**src/rtl/alu_181_pkg.sv**
```systemverilog
// Shared definitions for the nibble-serial 74x181-style ALU: function selects
// and controller state encoding.
package alu_181_pkg;

  localparam logic [3:0] S_ADD = 4'b1001;  // arithmetic, m_bar = 0
  localparam logic [3:0] S_SUB = 4'b0110;  // arithmetic, m_bar = 0
  localparam logic [3:0] S_XOR = 4'b0110;  // logic, m_bar = 1
  localparam logic [3:0] S_AND = 4'b1011;
  localparam logic [3:0] S_OR  = 4'b1110;

  typedef enum logic [1:0] {
    IDLE = 2'd0,
    RUN  = 2'd1,
    DONE = 2'd2
  } state_t;

endpackage

```
**src/rtl/alu_181_slice.sv**
```systemverilog
// One combinational 4-bit 74x181 slice with an active-low ripple carry
// (k is low when a carry is present).
module alu_181_slice (
  input  logic [3:0] a,
  input  logic [3:0] b,
  input  logic [3:0] s,
  input  logic       m_bar,
  input  logic       k_0,
  output logic [3:0] f,
  output logic       k_4
);

  logic [3:0] x;
  logic [3:0] y;
  logic       k;

  always_comb begin
    x = '0;
    y = '0;
    f = '0;
    k = k_0;
    for (int i = 0; i < 4; i++) begin
      x[i] = ~(a[i] | (b[i] & s[0]) | (~b[i] & s[1]));
      y[i] = ~((a[i] & ~b[i] & s[2]) | (a[i] & b[i] & s[3]));
      // In logic mode the carry term is forced off so f ignores the chain.
      f[i] = (x[i] ^ y[i]) ^ ~(~m_bar & k);
      k    = x[i] | (y[i] & k);
    end
    k_4 = k;
  end

endmodule

```
**src/rtl/alu_181_serial.sv**
```systemverilog
// WIDTH-bit 74x181-style ALU evaluated one nibble per clock, LSB first, with
// the inter-slice carry held in a register and a start/busy/done handshake.
module alu_181_serial
  import alu_181_pkg::*;
#(
  parameter int WIDTH  = 16,
  parameter int SLICES = WIDTH / 4
) (
  input  logic             clk,
  input  logic             rst_bar,
  input  logic             start,
  input  logic [WIDTH-1:0] a,
  input  logic [WIDTH-1:0] b,
  input  logic [3:0]       s,
  input  logic             m_bar,
  input  logic             ci_bar,
  output logic             busy,
  output logic             done,
  output logic [WIDTH-1:0] f,
  output logic             co_bar,
  output logic             a_eq_b
);

  localparam int               IDX_W = (SLICES > 1) ? $clog2(SLICES) : 1;
  localparam logic [IDX_W-1:0] LAST  = IDX_W'(SLICES - 1);

  state_t           state_q;
  logic [WIDTH-1:0] a_q;
  logic [WIDTH-1:0] b_q;
  logic [WIDTH-1:0] f_q;
  logic [3:0]       s_q;
  logic             m_bar_q;
  logic             carry_q;
  logic             co_bar_q;
  logic [IDX_W-1:0] idx_q;
  logic [IDX_W+1:0] base;
  logic [3:0]       slice_f;
  logic             slice_k4;

  assign base = {idx_q, 2'b00};

  alu_181_slice u_slice (
    .a     (a_q[base +: 4]),
    .b     (b_q[base +: 4]),
    .s     (s_q),
    .m_bar (m_bar_q),
    .k_0   (carry_q),
    .f     (slice_f),
    .k_4   (slice_k4)
  );

  always_ff @(posedge clk) begin
    if (!rst_bar) begin
      state_q  <= IDLE;
      a_q      <= '0;
      b_q      <= '0;
      s_q      <= '0;
      m_bar_q  <= 1'b0;
      carry_q  <= 1'b0;
      idx_q    <= '0;
      f_q      <= '0;
      co_bar_q <= 1'b1;
    end else begin
      case (state_q)
        RUN: begin
          f_q[base +: 4] <= slice_f;
          carry_q        <= slice_k4;
          if (idx_q == LAST) begin
            co_bar_q <= slice_k4;
            state_q  <= DONE;
          end else begin
            idx_q <= idx_q + IDX_W'(1);
          end
        end
        // IDLE and DONE accept a new request identically, so back-to-back
        // operations lose no cycle.
        default: begin
          if (start) begin
            a_q     <= a;
            b_q     <= b;
            s_q     <= s;
            m_bar_q <= m_bar;
            carry_q <= ci_bar;
            idx_q   <= '0;
            state_q <= RUN;
          end else begin
            state_q <= IDLE;
          end
        end
      endcase
    end
  end

  assign busy   = (state_q == RUN);
  assign done   = (state_q == DONE);
  assign f      = f_q;
  assign co_bar = co_bar_q;
  assign a_eq_b = &f_q;

endmodule

```
**config.mk**
```make
export PLATFORM = sky130hd
export DESIGN_NAME = alu_181_serial
export DESIGN_NICKNAME = d
export VERILOG_FILES = /design/src/rtl/alu_181_pkg.sv /design/src/rtl/alu_181_slice.sv /design/src/rtl/alu_181_serial.sv
export SDC_FILE = /design/constraint.sdc
export NUM_CORES = 1
export LEC_CHECK = 0
export ABC_AREA = 1
export BUFFER_PORTS_ARGS = -buffer_cell sky130_fd_sc_hd__buf_2
export CORE_MARGIN = 2
export CORE_UTILIZATION = 32
export CTS_BUF_LIST = sky130_fd_sc_hd__clkbuf_16
export DETAILED_ROUTE_END_ITERATION = 8
export SLEW_MARGIN = 10
export SYNTH_ARGS = -nofsm -noshare
export SYNTH_HDL_FRONTEND = slang
export SYNTH_HIERARCHICAL = 1
export SYNTH_SLANG_ARGS = --single-unit
```
**constraint.sdc**
```tcl
create_clock -name clk -period 2.3 [get_ports clk]
set_clock_uncertainty 0.2 [all_clocks]
set_input_delay 0.345 -clock clk [delete_from_list [all_inputs] [get_ports clk]]
set_output_delay 0.345 -clock clk [all_outputs]
set_load 0.02 [all_outputs]
```
==> flow_metrics.py <==
metrics = {
    "floorplan": {
        "row_count": 34,
        "core_um2": 8721,
        "die-area_um2": 9775,
        "io_pins": 61,
        "dieHeight_um": 98.87,
        "die_w_um": 98.87,
        "initial_core_util_pct": 33.03,
    },
    "global_routing": {
        "grt_pass1_vias": 2753,
        "gr-usage-all-layers_pct": 15.89,
        "antenna_found_initial": 0,
        "grt_pass1_wl_um": 12600,
        "grt_max_degree": 40,
        "grt_overflow": 0,
    },
    "placed_design": {
        "dpl.cell_count": 575,
        "port-buffer-count": 60,
        "dpl.hpwl_um": 5406,
        "globalplace.congestion": 0.8694,
        "post-place-ws_ps": 7.945,
    },
    "route": {
        "ant_nets": 0,
        "drt-pass1-iter-count": 4,
        "postRouteWirelength_um": 7830,
        "drc_errors": 0,
        "wl_per_cell_um": 13.05,
        "drtIter0Drc": 120,
        "via_per_inst": 4.818,
        "vias": 2891,
    },
    "synthesis": {
        "ys.warnings.count": 6,
        "yosysSeqAreaShare_pct": 41.01,
        "synth_top_area_cell": "dfxtp_1",
        "avgSynthCellArea_um2": 6.924,
        "synth_common_cells": "nor2_1, dfxtp_1, nand2_1",
        "synthCells": 416,
        "synth.area.top_cells": "dfxtp_1, nor2_1, o21ai_0, nand2_1, nor2_2",
        "netlist.area_leader.share_pct": 41.01,
        "mappedNetlistArea_um2": 2880,
        "synth_ff_type": "dfxtp_1",
        "synth_edf_count": 0,
        "synth.distinct_cells": 25,
        "async_reset_ff_share_pct": 0,
        "yosysMostFrequentCell": "nor2_1",
        "ys_seq_elements": 59,
        "synth.net_count": 462,
    },
    "cts": {
        "cts_root_buf": "clkbuf_16",
        "cts_buffers": 9,
        "cts.path.max_buffers": 2,
        "clkLatencyLatePin_ps": 320,
        "cts_tree": "built",
        "clk_pin_slew_ps": 50,
        "hold_buffers": 0,
        "cts.sink_count": 59,
        "htree_num_levels": 3,
    },
    "timing": {
        "max_freq_mhz": 430.9,
        "worst_slack_ps": -20.73,
        "fin_crit_sh_pct": 100.9,
        "maxSlewViolCount": 0,
        "rsz0062_at_grt": "true",
        "max_slew.worst_pin.slew_ps": 555.3,
        "hold_viol_final": 0,
        "post-route-min-period_ps": 2321,
        "setup_viol": 1,
        "relSlewSlack_pct": 62.98,
        "setup_tns_ps": -20.73,
    },
    "pwr": {
        "switching_share_pct": 28.59,
        "vdd_ir_drop_max_uv": 415.3,
        "p_per_area_nw_per_um2": 824.3,
        "clkPwrFrac_pct": 42.9,
        "power_switching_uw": 926.1,
        "internal-power_uw": 2313,
        "comb_power_share_pct": 21.5,
        "p_leak_uw": 0.001762,
        "power_frac_seq_pct": 35.6,
    },
    "setup_path": {
        "path_max_fanout": 5,
        "end_kind": "register",
        "crit_top_cell": "nand2_2",
        "start_kind": "register",
        "cpPeakStageDelay_ps": 360,
        "path_buf_inv": 4,
        "crit_type": "register to register",
        "path_cells": "inv_6, clkbuf_16, o21ai_4, o22ai_4, inv_2, nand3_2, nand3_2, nand2_2, nand2_2, nand2_2, nand2_2, nand2_2, nand3_1, nand2_4, nand2_2, inv_2, nand3_2, a21oi_2",
        "critPathSlowestCell": "dfxtp_4",
        "cp_top_family": "simple AND/OR/NAND/NOR gates",
        "critPathRequiredTime_ps": 2350,
        "cp.depth": 18,
        "worstRegToRegCells": 18,
        "arrival_ps": 2370,
    },
    "job": {
        "max-cap-violations": 0,
    },
    "layout": {
        "stdcell_count": 600,
        "syn2layout_area_growth_pct": 36.45,
        "diodes": 0,
        "layout-drive-gt1-share_pct": 33.13,
        "layout.nets": 533,
    },
    "outcome": {
        "violations": "setup timing",
        "status": "finished with violations",
    },
    "min_path": {
        "hold_path_depth": 3,
        "hp-class": "input port to register",
    },
}
-- worst reg2reg max path: stages, from the launching register on --
cell and delay, ps:
dfxtp_4 360, inv_6 80, clkbuf_16 150, o21ai_4 60
o22ai_4 160, inv_2 70, nand3_2 100, nand3_2 80
nand2_2 90, nand2_2 60, nand2_2 80, nand2_2 50
nand2_2 90, nand3_1 140, nand2_4 120, nand2_2 60
inv_2 60, nand3_2 80, a21oi_2 160
-- cells by family (layout without fill, tap and decap cells) --
| logic type | count (synthesis) | in the layout | share of synthesized area (%) |
|---|---|---|---|
| compound gates | 90 | 90 | 16.16 |
| xor+xnor | 3 | 3 | 0.9124 |
| fa+ha+maj | 5 | 5 | 2.172 |
| flops | 59 | 59 | 41.01 |
| simple gates | 212 | 212 | 31.62 |
| buf+inv | 47 | 123 | 8.123 |
-- flip-flops by register name, summed over array words and instances, names as in the netlist --
register  flops
a_q          16
s_q           4
state_q       2
co_bar        1
m_bar_q       1
idx_q         2
b_q          16
f            16
carry_q       1
-- path summary, 6_finish.rpt --
kind,end,start,slack [ps]
min,b_q[14],b[14],50
max reg2reg,f[15],idx_q[0],-20
max,f[15],idx_q[0],-20
min reg2reg,co_bar,co_bar,250
-- timing repair --
item,in CTS,in global routing
gates resized for setup,7,59
gates cloned,0,2
buffers inserted,0,7
pin swaps,1,21
endpoints found under the setup margin,9,16
-- final cells by class --
cell class,instances,area (um^2)
timing repair buffer,79,514.2
tap,108,135.1
inverter,28,126.4
clock inverter,7,83.83
multi-input combinational,310,1657
clock buffer,9,225.2
fill,888,4791
sequential,59,1189
-- layout by cell type, fill, tap and decap left out, drive strengths merged --
master    Yosys  final
nor2        130    130
buf           9     77
o21ai        63     63
dfxtp        59     59
nand2        56     56
inv          27     28
nand3        19     19
a21oi        17     17
clkbuf       10     11
o22ai         8      8
nand4         5      5
ha            5      5
clkinv        0      3
bufinv        1      3
xnor2         3      3
o211ai        2      2
and2          1      1
clkinvlp      0      1
nor3          1      1
-- per-stage QoR --
stage | cell area (um^2) | total power [uW] | util [%] | hold WS, ps
after detailed placement | 3307 | 1715 | 37.92 | 256.4
after global routing | 3930 | 3393 | 45.06 | 71.37
after floorplan | 2892 | 1565 | - | 249.5
final | 3930 | 3240 | 45.06 | 51.37
after CTS | 3630 | 3114 | 41.62 | 48.99
after global placement | 3307 | 1706 | 37.92 | 255.7
-- layer usage --
metal / part of all wire (%) / wire (um) / vias to the layer above / GRT usage [%]
li1: - / - / 1490 / -
met1: 45 / 3559 / 1318 / 19.11
met2: 48 / 3791 / 71 / 26.82
met3: 4.3 / 335 / 12 / 4.113
met4: 1.8 / 144 / 0 / 6.744
met5: 0 / 0 / - / 0
-- power by group through the flow --
stage / combinational (uW) / sequential, uW / clock (uW)
2_1_floorplan: 406 / 1160 / 0
3_5_place_dp: 548 / 1170 / 0
6_report: 697 / 1150 / 1390
5_1_grt: 776 / 1160 / 1450
4_1_cts: 558 / 1150 / 1410
3_3_place_gp: 540 / 1170 / 0
(Power assumes the default switching activity.)
